===== config.mk =====
export PLATFORM = sky130hd
export DESIGN_NAME = outerprodrc_ctl
export DESIGN_NICKNAME = d
export VERILOG_FILES = /design/src/rtl/outerprodrc_pkg.sv /design/src/rtl/outerprodrc_cell.sv /design/src/rtl/sobolrng.sv /design/src/rtl/outerprodrc_ctl.sv
export SDC_FILE = /design/constraint.sdc
export NUM_CORES = 2
export LEC_CHECK = 0
export CAP_MARGIN = 10
export CORE_MARGIN = 5
export CORE_UTILIZATION = 30
export CTS_CLUSTER_DIAMETER = 30
export DETAILED_ROUTE_END_ITERATION = 8
export PLACE_DENSITY_LB_ADDON = 0.3
export SLEW_MARGIN = 20
export SYNTH_ARGS = -nofsm -noshare
export SYNTH_HDL_FRONTEND = slang
export SYNTH_SLANG_ARGS = --single-unit

===== constraint.sdc =====
create_clock -name iClk -period 35.3 [get_ports iClk]
set_clock_uncertainty 0.15 [all_clocks]
set_input_delay 5.295 -clock iClk [delete_from_list [all_inputs] [get_ports iClk]]
set_output_delay 5.295 -clock iClk [all_outputs]
set_load 0.05 [all_outputs]

===== src/rtl/outerprodrc_pkg.sv =====
// Shared defaults, FSM encoding and run-length helper for the
// rate-coded outer-product controller.
package outerprodrc_pkg;

  localparam int ROWNUM_DEF      = 4;
  localparam int COLNUM_DEF      = 4;
  localparam int BITWIDTH_DEF    = 8;
  localparam int OUTBITWIDTH_DEF = 16;

  localparam logic [1:0] S_IDLE = 2'd0;
  localparam logic [1:0] S_RUN  = 2'd1;
  localparam logic [1:0] S_DONE = 2'd2;

  function automatic int run_len(int bw);
    return 1 << (bw - 1);
  endfunction

  localparam int RUNLEN = run_len(BITWIDTH_DEF);

endpackage


===== src/rtl/outerprodrc_cell.sv =====
// Signed per-cell up/down accumulator.
// Define OUTERPRODRC_SAT_EN to clamp at +/-(2^(OW-1)-1).
module outerprodrc_cell #(
  parameter int OW = 16
) (
  input  logic          iClk,
  input  logic          iRst,
  input  logic          iClr,
  input  logic          iInc,
  input  logic          iDec,
  output logic [OW-1:0] oAcc
);

  logic [OW-1:0] acc_q, acc_d;
  logic          at_pos, at_neg;

`ifdef OUTERPRODRC_SAT_EN
  localparam logic [OW-1:0] POS_LIM = {1'b0, {(OW-1){1'b1}}};
  localparam logic [OW-1:0] NEG_LIM = ~POS_LIM + OW'(1);
  assign at_pos = (acc_q == POS_LIM);
  assign at_neg = (acc_q == NEG_LIM);
`else
  assign at_pos = 1'b0;
  assign at_neg = 1'b0;
`endif

  always_comb begin
    acc_d = acc_q;
    if (iClr)
      acc_d = '0;
    else if (iInc && !at_pos)
      acc_d = acc_q + OW'(1);
    else if (iDec && !at_neg)
      acc_d = acc_q - OW'(1);
  end

  always_ff @(posedge iClk or posedge iRst) begin
    if (iRst)
      acc_q <= '0;
    else
      acc_q <= acc_d;
  end

  assign oAcc = acc_q;

endmodule


===== src/rtl/sobolrng.sv =====
// First-dimension Sobol source: bit-reversed step counter,
// giving 0, 1/2, 1/4, 3/4, ... of full scale.
module sobolrng #(
  parameter int RWID = 7
) (
  input  logic            iClk,
  input  logic            iRstN,
  input  logic            iEn,
  input  logic            iClr,
  output logic [RWID-1:0] oOut
);

  logic [RWID-1:0] cnt_q, cnt_d;

  always_comb begin
    cnt_d = cnt_q;
    if (iClr)
      cnt_d = '0;
    else if (iEn)
      cnt_d = cnt_q + RWID'(1);
  end

  always_ff @(posedge iClk or negedge iRstN) begin
    if (!iRstN)
      cnt_q <= '0;
    else
      cnt_q <= cnt_d;
  end

  always_comb begin
    oOut = '0;
    for (int b = 0; b < RWID; b++)
      oOut[b] = cnt_q[RWID-1-b];
  end

endmodule


===== src/rtl/outerprodrc_ctl.sv =====
// Rate-coded unary outer-product array with run FSM.
// Optional saturation: define OUTERPRODRC_SAT_EN.
module outerprodrc_ctl
  import outerprodrc_pkg::*;
#(
  parameter int ROWNUM      = ROWNUM_DEF,
  parameter int COLNUM      = COLNUM_DEF,
  parameter int BITWIDTH    = BITWIDTH_DEF,
  parameter int OUTBITWIDTH = OUTBITWIDTH_DEF
) (
  input  logic                                 iClk,
  input  logic                                 iRst,
  input  logic                                 iEn,
  input  logic                                 iClr,
  input  logic                                 iStart,
  input  logic                                 iAccum,
  input  logic [ROWNUM*BITWIDTH-1:0]           iData0,
  input  logic [COLNUM*BITWIDTH-1:0]           iData1,
  output logic                                 oBusy,
  output logic                                 oDone,
  output logic [ROWNUM*COLNUM*OUTBITWIDTH-1:0] oData
);

  localparam int MW = BITWIDTH - 1;
  localparam logic [BITWIDTH-1:0] LAST =
    BITWIDTH'(run_len(BITWIDTH) - 1);

  logic [1:0]                 state_q, state_d;
  logic [BITWIDTH-1:0]        cnt_q, cnt_d;
  logic [ROWNUM*BITWIDTH-1:0] op0_q, op0_d;
  logic [COLNUM*BITWIDTH-1:0] op1_q, op1_d;
  logic start, step, fin;
  logic rng_clr, acc_clr, rst_n;

  assign rst_n   = ~iRst;
  assign start   = (state_q == S_IDLE) && iStart && !iClr;
  assign step    = (state_q == S_RUN) && iEn && !iClr;
  assign fin     = (state_q == S_DONE) && !iClr;
  assign rng_clr = iClr | start;
  assign acc_clr = iClr | (start & ~iAccum);

  always_comb begin
    state_d = state_q;
    cnt_d   = cnt_q;
    op0_d   = op0_q;
    op1_d   = op1_q;
    unique case (1'b1)
      iClr: begin
        state_d = S_IDLE;
        cnt_d   = '0;
      end
      start: begin
        state_d = S_RUN;
        cnt_d   = '0;
        op0_d   = iData0;
        op1_d   = iData1;
      end
      step: begin
        cnt_d = cnt_q + BITWIDTH'(1);
        if (cnt_q == LAST)
          state_d = S_DONE;
      end
      fin: state_d = S_IDLE;
      default: ;
    endcase
  end

  always_ff @(posedge iClk or posedge iRst) begin
    if (iRst) begin
      state_q <= S_IDLE;
      cnt_q   <= '0;
      op0_q   <= '0;
      op1_q   <= '0;
    end else begin
      state_q <= state_d;
      cnt_q   <= cnt_d;
      op0_q   <= op0_d;
      op1_q   <= op1_d;
    end
  end

  assign oBusy = (state_q == S_RUN);
  assign oDone = (state_q == S_DONE);

  for (genvar i = 0; i < ROWNUM; i++) begin : g_row
    logic [MW-1:0] mag0, ctl_val, col_val;
    logic          sgn0, row_bit;

    assign mag0    = op0_q[i*BITWIDTH +: MW];
    assign sgn0    = op0_q[i*BITWIDTH + MW];
    assign row_bit = mag0 > ctl_val;

    sobolrng #(.RWID(MW)) u_ctl_rng (
      .iClk  (iClk),
      .iRstN (rst_n),
      .iEn   (step),
      .iClr  (rng_clr),
      .oOut  (ctl_val)
    );

    // Column stream only advances on row ones, decorrelating the pair.
    sobolrng #(.RWID(MW)) u_col_rng (
      .iClk  (iClk),
      .iRstN (rst_n),
      .iEn   (step & row_bit),
      .iClr  (rng_clr),
      .oOut  (col_val)
    );

    for (genvar j = 0; j < COLNUM; j++) begin : g_col
      logic [MW-1:0] mag1;
      logic          prod, neg;

      assign mag1 = op1_q[j*BITWIDTH +: MW];
      assign prod = step & row_bit & (mag1 > col_val);
      assign neg  = sgn0 ^ op1_q[j*BITWIDTH + MW];

      outerprodrc_cell #(.OW(OUTBITWIDTH)) u_cell (
        .iClk (iClk),
        .iRst (iRst),
        .iClr (acc_clr),
        .iInc (prod & ~neg),
        .iDec (prod & neg),
        .oAcc (oData[(i*COLNUM+j)*OUTBITWIDTH +: OUTBITWIDTH])
      );
    end
  end

endmodule


==> impl_metrics.ini <==
[critical_path]
end_kind = flop
critPathRequiredTime_ns = 35.69
cp_slowest_stage_delay_ns = 0.77
startpoint_type = input port
crit_fanout = 27
crit_chain = clkdlybuf4s50_1 -> nand3b_4 -> nor2_4 -> o21ai_2 -> a221oi_2 -> o221a_2 -> nand2_1 -> ha_1 -> a21o_1 -> a31o_2 -> a21oi_1 -> nor2_1 -> o41ai_1 -> xor2_1 -> mux2i_1
path_delay_family = compound AO/OA/AOI/OAI gates
slowest_stage = o221a_2
critical_path_arrival_ns = 10.76
crit_type = in -> reg
cp.buffers_inverters = 1

[global_routing]
grt_max_degree = 100
grt.busiest_layer = met2
grtUsageMet3_pct = 5.470
globalRouteMet1Util_pct = 20.16
grt_overflow = 0
antenna_found_initial = 18
grtUsageTotal_pct = 15.90
met2_usage_pct = 25.14
grt_pass1_vias = 23843
grt_first_pass_wirelength_um = 131700

[floorplan]
io_pins = 328
die_area_mm2 = 0.1023
fp-row-count = 113
die_w_um = 319.9
die_h_um = 319.9
initial_core_util_pct = 30.27
core_area_mm2 = 0.09515

[logic_synthesis]
synth.area.mux_share_pct = 3.162
synthAdderAreaFrac_pct = 18.70
syn_nets = 3587
synth_edf_count = 0
yosysSeqAreaShare_pct = 33.53
synth_xor_area_share_pct = 8.726
synthArstFlopShare_pct = 100.0
synth-seq-cells = 386
yosysUniqueCellTypes = 74
synthCells = 3096
yosysWarnings = 0
synth-simple-area-share_pct = 13.83
avgSynthCellArea_um2 = 9.304
ys.flop_type = dfrtp_1
synth-compound-area-share_pct = 18.83
synth_area_mm2 = 0.02881
synth_top_family_by_area = compound AO/OA/AOI/OAI gates

[cts]
clock_latency_ns = 0.70
numCtsBuffers = 137
hold_buffers = 0
cts_tree = built
clock_sinks = 386
clkTransAtPathRegs_ns = 0.04
htree_levels = 4
clockRootBuffer = clkbuf_16
cts_resized = 0
max-clock-path-buffers = 3
cts_setup_buffers = 0

[route]
routed_wl_um = 82930
wl_per_cell_um = 17.05
drtIter0Drc = 1369
dr.pass1.iters = 5
num_vias = 24061
via_per_inst = 4.948
drcViolationCount = 0
drt.antenna.violating_nets = 0

[placement]
place_hpwl_um = 59810
io_buffers = 327
place_congestion = 0.8127
post-place-ws_ns = 24.32
post_dp_cell_area_mm2 = 0.03341
numPlacedInstances = 4606

[layout]
fin_area_mm2 = 0.03814
drive_gt1_share_pct = 10.09
stdcell_count = 4863
final_nets = 3971
utilization_pct = 40.08
syn_to_final_growth_pct = 32.39
fill_cells = 9351

[sta]
min_period_ns = 10.37
worst_slew_pin_slew_ns = 1.013
layout_setup_ws_ns = 24.93
grt_setup_unrepaired = no
fin_crit_sh_pct = 29.38
setup_tns_ns = 0
slew_violations = 0
max_slew_margin_pct = 32.45
hold_violations = 0
setup_viol = 0
fmaxAchievable_mhz = 96.42

[min_path]
hp-class = reg -> reg

[flow_run]
maxCapViolCount = 0

[pwr]
cellInternalPower_w = 0.001796
ir_worst_vdd_mv = 0.04001
power_density_mw_per_mm2 = 72.90
seq_power_share_pct = 20.8
comb_power_share_pct = 36.0
switching_share_pct = 35.41
power_frac_clock_pct = 43.2
p_switching_w = 0.0009843
power.leakage_nw = 17.06

[status]
status = complete, no violations
## cell type report
cell class                 instances  area [um^2]  share of cell area [%]
clock buffer                     192         4039                   10.59
inverter                         114        435.4                   1.142
clock inverter                    56        663.1                   1.739
antenna                            9        22.52                 0.05906
sequential                       386         9659                   25.33
multi-input combinational       2490        18280                   47.93
timing repair buffer             351         3453                   9.055
tap                             1265         1583                   4.150
## kinds of logic after synthesis
group	Yosys count
AO/OA/AOI/OAI	875
AND/OR/NAND/NOR	823
adder cells (fa/ha/maj)	421
flip-flops	386
XOR/XNOR	287
buffers and inverters	220
multiplexers	84
## final timing paths
check,start,endpoint,slack [ns],depth (start not counted)
worst min register to register,cnt_q[2],cnt_q[2],0.34,1
min in group asynchronous,iRst,g_row[0].g_col[2].u_cell.oAcc[6],4.95,2
max in group asynchronous,iRst,state_q[1],27.28,5
worst min-delay path,cnt_q[2],cnt_q[2],0.34,1
worst max-delay path,iEn,g_row[2].g_col[3].u_cell.oAcc[9],24.93,15
worst max register to register,state_q[1],g_row[2].g_col[3].u_cell.oAcc[9],29.56,14
## metrics by stage
stage | hold WS [ns] | power [W]
3_5_place_dp | 0.3335 | 0.001589
6_report | 0.3420 | 0.002780
2_1_floorplan | 0.3015 | 0.001336
5_1_grt | 0.3763 | 0.002966
3_3_place_gp | 0.3332 | 0.001581
4_1_cts | 0.3436 | 0.002826
## worst reg2reg max path: stages (launching register included)
cell and delay, ns:
dfrtp_1 0.42, nand3b_4 0.31, nor2_4 0.51, o21ai_2 0.14
a221oi_2 0.68, o221a_2 0.77, nand2_1 0.63, ha_1 0.48
a21o_1 0.20, a31o_2 0.24, a21oi_1 0.36, nor2_1 0.10
o41ai_1 0.34, xor2_1 0.18, mux2i_1 0.09
## Yosys cell counts, drive strengths merged, types with 13 or more instances
cell type  number  area [um^2]
o21ai         350         1759
nand2b         41        256.5
o31ai          22        165.2
nand2         208        780.8
mux2i          28        280.3
and2           14        87.58
inv           114        427.9
a21oi         199        999.7
nor2          138        525.5
mux2           56        630.6
nand4          40        256.5
xor2          130         1139
dfrtp         386         9659
ha            405         5067
a31oi          29        181.4
o22ai          16        100.1
o211ai         13        97.59
nor2b          35        219.0
or3            26        162.7
nand3         255         1276
a211oi         17        132.6
o21a           31        232.7
nor3           24        120.1
xnor2         157         1375
buf            45        267.8
a31o           16        140.1
clkbuf         61        231.5
a21o           83        623.1
fa             16        320.3
## state kept, by name, indices dropped and copies added, names as in the netlist
register,flops
g_row.u_col_rng.cnt_q,28
cnt_q,8
g_row.g_col.u_cell.oAcc,256
op1_q,32
g_row.u_ctl_rng.cnt_q,28
state_q,2
op0_q,32
## power groups by stage
stage / Clock, W / Sequential (W) / Combinational, W
after floorplan: 0 / 0.000642 / 0.000694
after global placement: 0 / 0.000587 / 0.000994
after detailed placement: 0 / 0.000587 / 0.00100
after CTS: 0.00123 / 0.000582 / 0.00101
after global routing: 0.00126 / 0.000589 / 0.00112
final: 0.00120 / 0.000579 / 0.00100
## placed cells by master, fill, tap and decap left out, types with 34 or more instances in the layout
cell	netlist	routed
ha_1	405	405
inv_1	114	113
clkbuf_8	0	34
o21ai_0	313	313
dfrtp_1	386	386
nand3_1	255	255
xor2_1	130	130
clkbuf_16	0	140
nand4_1	39	39
mux2_2	56	56
a21oi_1	198	198
nand2_1	208	208
clkdlybuf4s50_1	0	327
nor2b_1	35	35
a21o_1	83	83
nor2_1	137	135
nand2b_1	41	40
xnor2_1	157	157
## layer usage
metal / vias to the layer above / wire length [um]
li1: 12134 / -
met4: 14 / 2555
met3: 162 / 5849
met2: 469 / 36950
met1: 11282 / 37480
met5: - / 94
(Power assumes the default switching activity.)
